<file path="src/rtl/accel_dma_pkg.sv">
// Shared types and constants for the accelerator DMA read-channel arbiter.
package accel_dma_pkg;

  typedef enum logic [1:0] {
    IDLE  = 2'd0,
    ISSUE = 2'd1,
    DATA  = 2'd2
  } state_e;

  localparam int REQ_A = 0;
  localparam int REQ_B = 1;
  localparam int REQ_C = 2;

  localparam int DEF_NUM_REQ = 3;
  localparam int DEF_ADDR_W  = 32;
  localparam int DEF_LEN_W   = 4;
  localparam int DEF_DATA_W  = 256;

endpackage

</file>
<file path="src/rtl/rr_arbiter.sv">
// Combinational round-robin pick: the search begins at ptr and wraps around.
module rr_arbiter #(
  parameter int NUM_REQ = 3,
  parameter int IDX_W   = (NUM_REQ > 1) ? $clog2(NUM_REQ) : 1
) (
  input  logic [NUM_REQ-1:0] req,
  input  logic [IDX_W-1:0]   ptr,
  output logic [NUM_REQ-1:0] win_oh,
  output logic [IDX_W-1:0]   win_idx,
  output logic               any_req
);

  int   cand;
  logic found;

  always_comb begin
    win_oh  = '0;
    win_idx = '0;
    found   = 1'b0;
    cand    = 0;
    for (int k = 0; k < NUM_REQ; k++) begin
      cand = (int'(ptr) + k) % NUM_REQ;
      if (!found && req[cand]) begin
        found        = 1'b1;
        win_oh[cand] = 1'b1;
        win_idx      = IDX_W'(cand);
      end
    end
  end

  assign any_req = |req;

endmodule

</file>
<file path="src/rtl/accel_dma_arbiter.sv">
// Round-robin sharing of the single DMA read channel between operand fetchers:
// one burst per grant, beats steered to the owner with per-beat backpressure.
module accel_dma_arbiter
  import accel_dma_pkg::*;
#(
  parameter int NUM_REQ = DEF_NUM_REQ,
  parameter int ADDR_W  = DEF_ADDR_W,
  parameter int LEN_W   = DEF_LEN_W,
  parameter int DATA_W  = DEF_DATA_W
) (
  input  logic                      clk,
  input  logic                      rst,
  input  logic [NUM_REQ-1:0]        req,
  input  logic [NUM_REQ*ADDR_W-1:0] req_addr,
  input  logic [NUM_REQ*LEN_W-1:0]  req_len,
  output logic [NUM_REQ-1:0]        gnt,
  output logic [NUM_REQ-1:0]        beat_valid,
  input  logic [NUM_REQ-1:0]        beat_ready,
  output logic [DATA_W-1:0]         beat_data,
  output logic [NUM_REQ-1:0]        done,
  output logic                      dma_start,
  output logic [ADDR_W-1:0]         dma_addr,
  output logic [LEN_W-1:0]          dma_burst_len,
  input  logic                      dma_valid,
  output logic                      dma_ready,
  input  logic [DATA_W-1:0]         dma_data
);

  localparam int IDX_W = (NUM_REQ > 1) ? $clog2(NUM_REQ) : 1;

  state_e              state;
  logic [IDX_W-1:0]    ptr;
  logic [IDX_W-1:0]    win_idx;
  logic [IDX_W-1:0]    ptr_nxt;
  logic [NUM_REQ-1:0]  win_oh;
  logic                any_req;
  logic [LEN_W-1:0]    beat_cnt;
  logic [ADDR_W-1:0]   sel_addr;
  logic [LEN_W-1:0]    sel_len;
  logic                beat;

  rr_arbiter #(
    .NUM_REQ (NUM_REQ),
    .IDX_W   (IDX_W)
  ) u_rr (
    .req     (req),
    .ptr     (ptr),
    .win_oh  (win_oh),
    .win_idx (win_idx),
    .any_req (any_req)
  );

  always_comb begin
    sel_addr = '0;
    sel_len  = '0;
    for (int i = 0; i < NUM_REQ; i++) begin
      if (win_oh[i]) begin
        sel_addr = sel_addr | req_addr[i*ADDR_W +: ADDR_W];
        sel_len  = sel_len  | req_len[i*LEN_W +: LEN_W];
      end
    end
  end

  assign ptr_nxt = (win_idx == IDX_W'(NUM_REQ - 1)) ? '0 : win_idx + IDX_W'(1);

  // gnt is one-hot during a burst, so it doubles as the owner select.
  assign dma_ready  = (state == DATA) && |(beat_ready & gnt);
  assign beat_valid = ((state == DATA) && dma_valid) ? gnt : '0;
  assign beat       = dma_valid && dma_ready;
  assign beat_data  = dma_data;

  always_ff @(posedge clk or posedge rst) begin
    if (rst) begin
      state         <= IDLE;
      gnt           <= '0;
      done          <= '0;
      dma_start     <= 1'b0;
      dma_addr      <= '0;
      dma_burst_len <= '0;
      beat_cnt      <= '0;
      ptr           <= '0;
    end else begin
      dma_start <= 1'b0;
      done      <= '0;
      case (state)
        IDLE: begin
          if (any_req) begin
            gnt           <= win_oh;
            dma_addr      <= sel_addr;
            dma_burst_len <= sel_len;
            beat_cnt      <= '0;
            ptr           <= ptr_nxt;
            dma_start     <= 1'b1;
            state         <= ISSUE;
          end
        end
        ISSUE: state <= DATA;
        DATA: begin
          if (beat) begin
            // Compare before increment: len = 15 ends on the 16th beat.
            beat_cnt <= beat_cnt + LEN_W'(1);
            if (beat_cnt == dma_burst_len) begin
              done  <= gnt;
              gnt   <= '0;
              state <= IDLE;
            end
          end
        end
        default: state <= IDLE;
      endcase
    end
  end

endmodule

</file>
<file path="config.mk">
export PLATFORM = sky130hd
export DESIGN_NAME = accel_dma_arbiter
export DESIGN_NICKNAME = d
export VERILOG_FILES = /design/src/rtl/accel_dma_pkg.sv /design/src/rtl/rr_arbiter.sv /design/src/rtl/accel_dma_arbiter.sv
export SDC_FILE = /design/constraint.sdc
export NUM_CORES = 1
export LEC_CHECK = 0
export ABC_AREA = 1
export CORE_AREA = 4 4 261 263
export CTS_CLUSTER_SIZE = 40
export DETAILED_ROUTE_END_ITERATION = 8
export DIE_AREA = 0 0 265 267
export PLACE_DENSITY_LB_ADDON = 0.15
export SYNTH_ARGS = -nofsm -noshare
export SYNTH_HDL_FRONTEND = slang
export SYNTH_SLANG_ARGS = --single-unit
</file>
<file path="constraint.sdc">
create_clock -name clk -period 2.85 [get_ports clk]
set_clock_uncertainty 0.2 [all_clocks]
set_input_delay 0.4275 -clock clk [delete_from_list [all_inputs] [get_ports clk]]
set_output_delay 0.4275 -clock clk [all_outputs]
set_load 0.03 [all_outputs]
</file>
==> reports/results.tsv <==
metric	value	unit
# DRC	0	
Overflow after GRT	0	
status	finished, final reports clean	
Die Area	70800	sq um
max_slew headroom	60.1	%
Hold Fails Final Rpt	0	
Pins Over Slew Limit	0	
H-tree depth	2	
area grow syn2layout	20.1	%
port bufs	163	
CP Class	register to primary output	
die width	265	um
placeable core area	65600	sq um
vias in the first global route	4319	
min-delay worst type	primary input to async pin	
root buf cell	clkbuf_16	
unrepaired setup endpoints after global routing	no	
share of cells above drive strength 1	5.52	%
initial antenna violation count	1	
Crit Reg-Reg Startpoint	ptr[0]	
VDD IR max	0.202	mV
largest net degree at the start of global routing	52	
final setup vio count	0	
Worst EP required	2220	ps
CTS tree	yes	
clock-pin slew on the worst setup and hold paths	90	ps
Setup crit end	beat_valid[1]	
drt via density	2.58	
FMAX	0.379	GHz
TNS Setup	0	ps
Mapped Area	5010	sq um
Iter 0 DRT Violations	182	
Pleak	2.38	nW
Rows	94	
first-pass GRT wire length	33.9	mm
Num CTS Buffers	5	
Worst Setup Start Kind	register	
final cell count without fillers	1499	
post-route antenna net violation count	0	
R2R Setup Slk	300	ps
CP Capture Type	primary output	
Layout Nets	1011	
Tightest Pin Transition	597	ps
Slowest cell on crit path	clkdlybuf4s50_1	
clock tree buffer depth	2	
Synth Instances	723	
hpwl dp	19.9	mm
CP max FO	6	
synth unique cells	24	
routability congestion estimate	0.662	
worst setup margin	215	ps
Tmin final	2640	ps
TritonRoute pass-1 iters	4	
arrival time worst endpoint	2010	ps
crit path from	state[0]	
Maximum Capacitance Violations	0	
Avg Cell Area, Syn	6.93	sq um
Post-Place Cells	1487	
Total GRT Usage	6.80	%
pre-CTS setup slack	141	ps
Synth warnings	0	
# IOs	676	
Worst-Skew Late Latency	330	ps
Total Wirelength	24.9	mm
R2R Path End	dma_addr[19]	
register area share after synthesis	25.5	%
FF+latch count, synth	51	
Mapped Nets	1101	
Die Y	267	um
DR WL/cell	16.6	um
max incr delay on CP	710	ps
Reg2Reg Depth	14	
Sink Count	51	
vias	3873	
CP Cell Sequence	inv_1 > nand2_1 > inv_1 > nand2_1 > nor2_1 > clkdlybuf4s50_1	
fin crit share	92.5	%
pwr dens	298	nW/um^2
Initial Util	7.63	%
[what timing repair did]
item                                    in CTS  in global routing
hold buffers                                 0                  0
gates resized for setup                      0                  1
buffers inserted                             0                  3
endpoints found under the setup margin       0                 14
[final cells by class]
| type | count | area, sq um |
|---|---|---|
| diodes | 1 | 2.50 |
| clock buffers | 5 | 125 |
| clock inverters | 3 | 27.5 |
| fillers | 7720 | 59600 |
| inverters | 22 | 83.8 |
| multi-input cells | 377 | 1620 |
| flip-flops and latches | 51 | 1280 |
| well taps | 864 | 1080 |
| repair buffers | 176 | 1800 |
[cell usage after synthesis, drive strengths merged]
library cell  count  area, sq um
xor2              5         43.8
inv              22         82.6
nand2           210          818
buf             265         2010
nor3              4         20.0
o31ai             1         12.5
o211ai            1         7.51
nand3            22          115
o21ai             9         48.8
dfrtp            51         1280
nor3b             1         7.51
clkbuf            8         30.0
o22ai             1         6.26
nor2            115          439
a22o              3         26.3
ha                5         62.6
[state kept, by name, indices dropped and copies added, names as in the netlist]
| name | cells |
|---|---|
| beat_cnt | 4 |
| state | 2 |
| gnt | 3 |
| ptr | 2 |
| dma_start | 1 |
| dma_addr | 32 |
| dma_burst_len | 4 |
| done | 3 |
[logic make-up after synthesis]
kind of cell             after synthesis  synth area share [%]
buffers and inverters                295                  42.4
flip-flops                            51                  25.5
AO/OA/AOI/OAI                         15                  2.02
AND/OR/NAND/NOR                      352                  28.0
adder cells (fa/ha/maj)                5                  1.25
XOR/XNOR                               5                 0.874
[metal layers]
layer / share of wire [%] / up-vias / GRT usage [%]
met5: 0.19 / - / 0.541
met4: 4.6 / 2 / 3.37
met3: 14 / 125 / 4.48
met2: 49 / 313 / 11.4
met1: 33 / 1679 / 6.41
li1: - / 1754 / -
[worst max-delay path, delay by kind of cell (launching register included)]
family | cells | cell delay, ps
DFF | 1 | 380
buffers and inverters | 3 | 910
and+or+nand+nor | 3 | 380
[how the worst min path moves through the flow]
| stage | endpoint | slack [ps] | cells after the start |
|---|---|---|---|
| detailed placement | state[1] | 290 | 1 |
| finish | dma_addr[11] | 290 | 2 |
| global route | dma_addr[8] | 320 | 2 |
| global placement | state[1] | 290 | 1 |
| CTS | dma_addr[14] | 280 | 2 |
| floorplan | state[1] | 260 | 1 |
[placed cells by master, fill, tap and decap left out, drive strengths merged]
cell type      count
clkbuf             5
o21ai              9
nor3               4
ha                 5
nor3b              1
nor2             115
nand2            210
clkinvlp           1
nand3             22
inv               23
o22ai              1
clkdlybuf4s50    163
dfrtp             51
diode              1
o211ai             1
o31ai              1
xor2               5
clkinv             1
buf               13
a22o               3
[through the flow]
| stage | power (W) | hold slack, ps | area, sq um | util [%] |
|---|---|---|---|---|
| final | 0.00179 | 295 | 6020 | 9.17 |
| after global placement | 0.00109 | 288 | 5830 | 8.88 |
| after detailed placement | 0.00109 | 293 | 5830 | 8.88 |
| after global routing | 0.00193 | 324 | 6010 | 9.16 |
| after CTS | 0.00190 | 279 | 5980 | 9.12 |
| after floorplan | 0.00151 | 258 | 5010 | - |
[report_power, final]
part	switching, W	leakage [nW]	internal, W	total [W]
Clock	0.000391	0.0723	0.000339	0.000729
Sequential	0	0.692	0.000723	0.000723
Combinational	0.000150	1.61	0.000189	0.000338
Total	0.000540	2.38	0.00125	0.00179
Note: power is estimated with default switching activity, not from simulation.
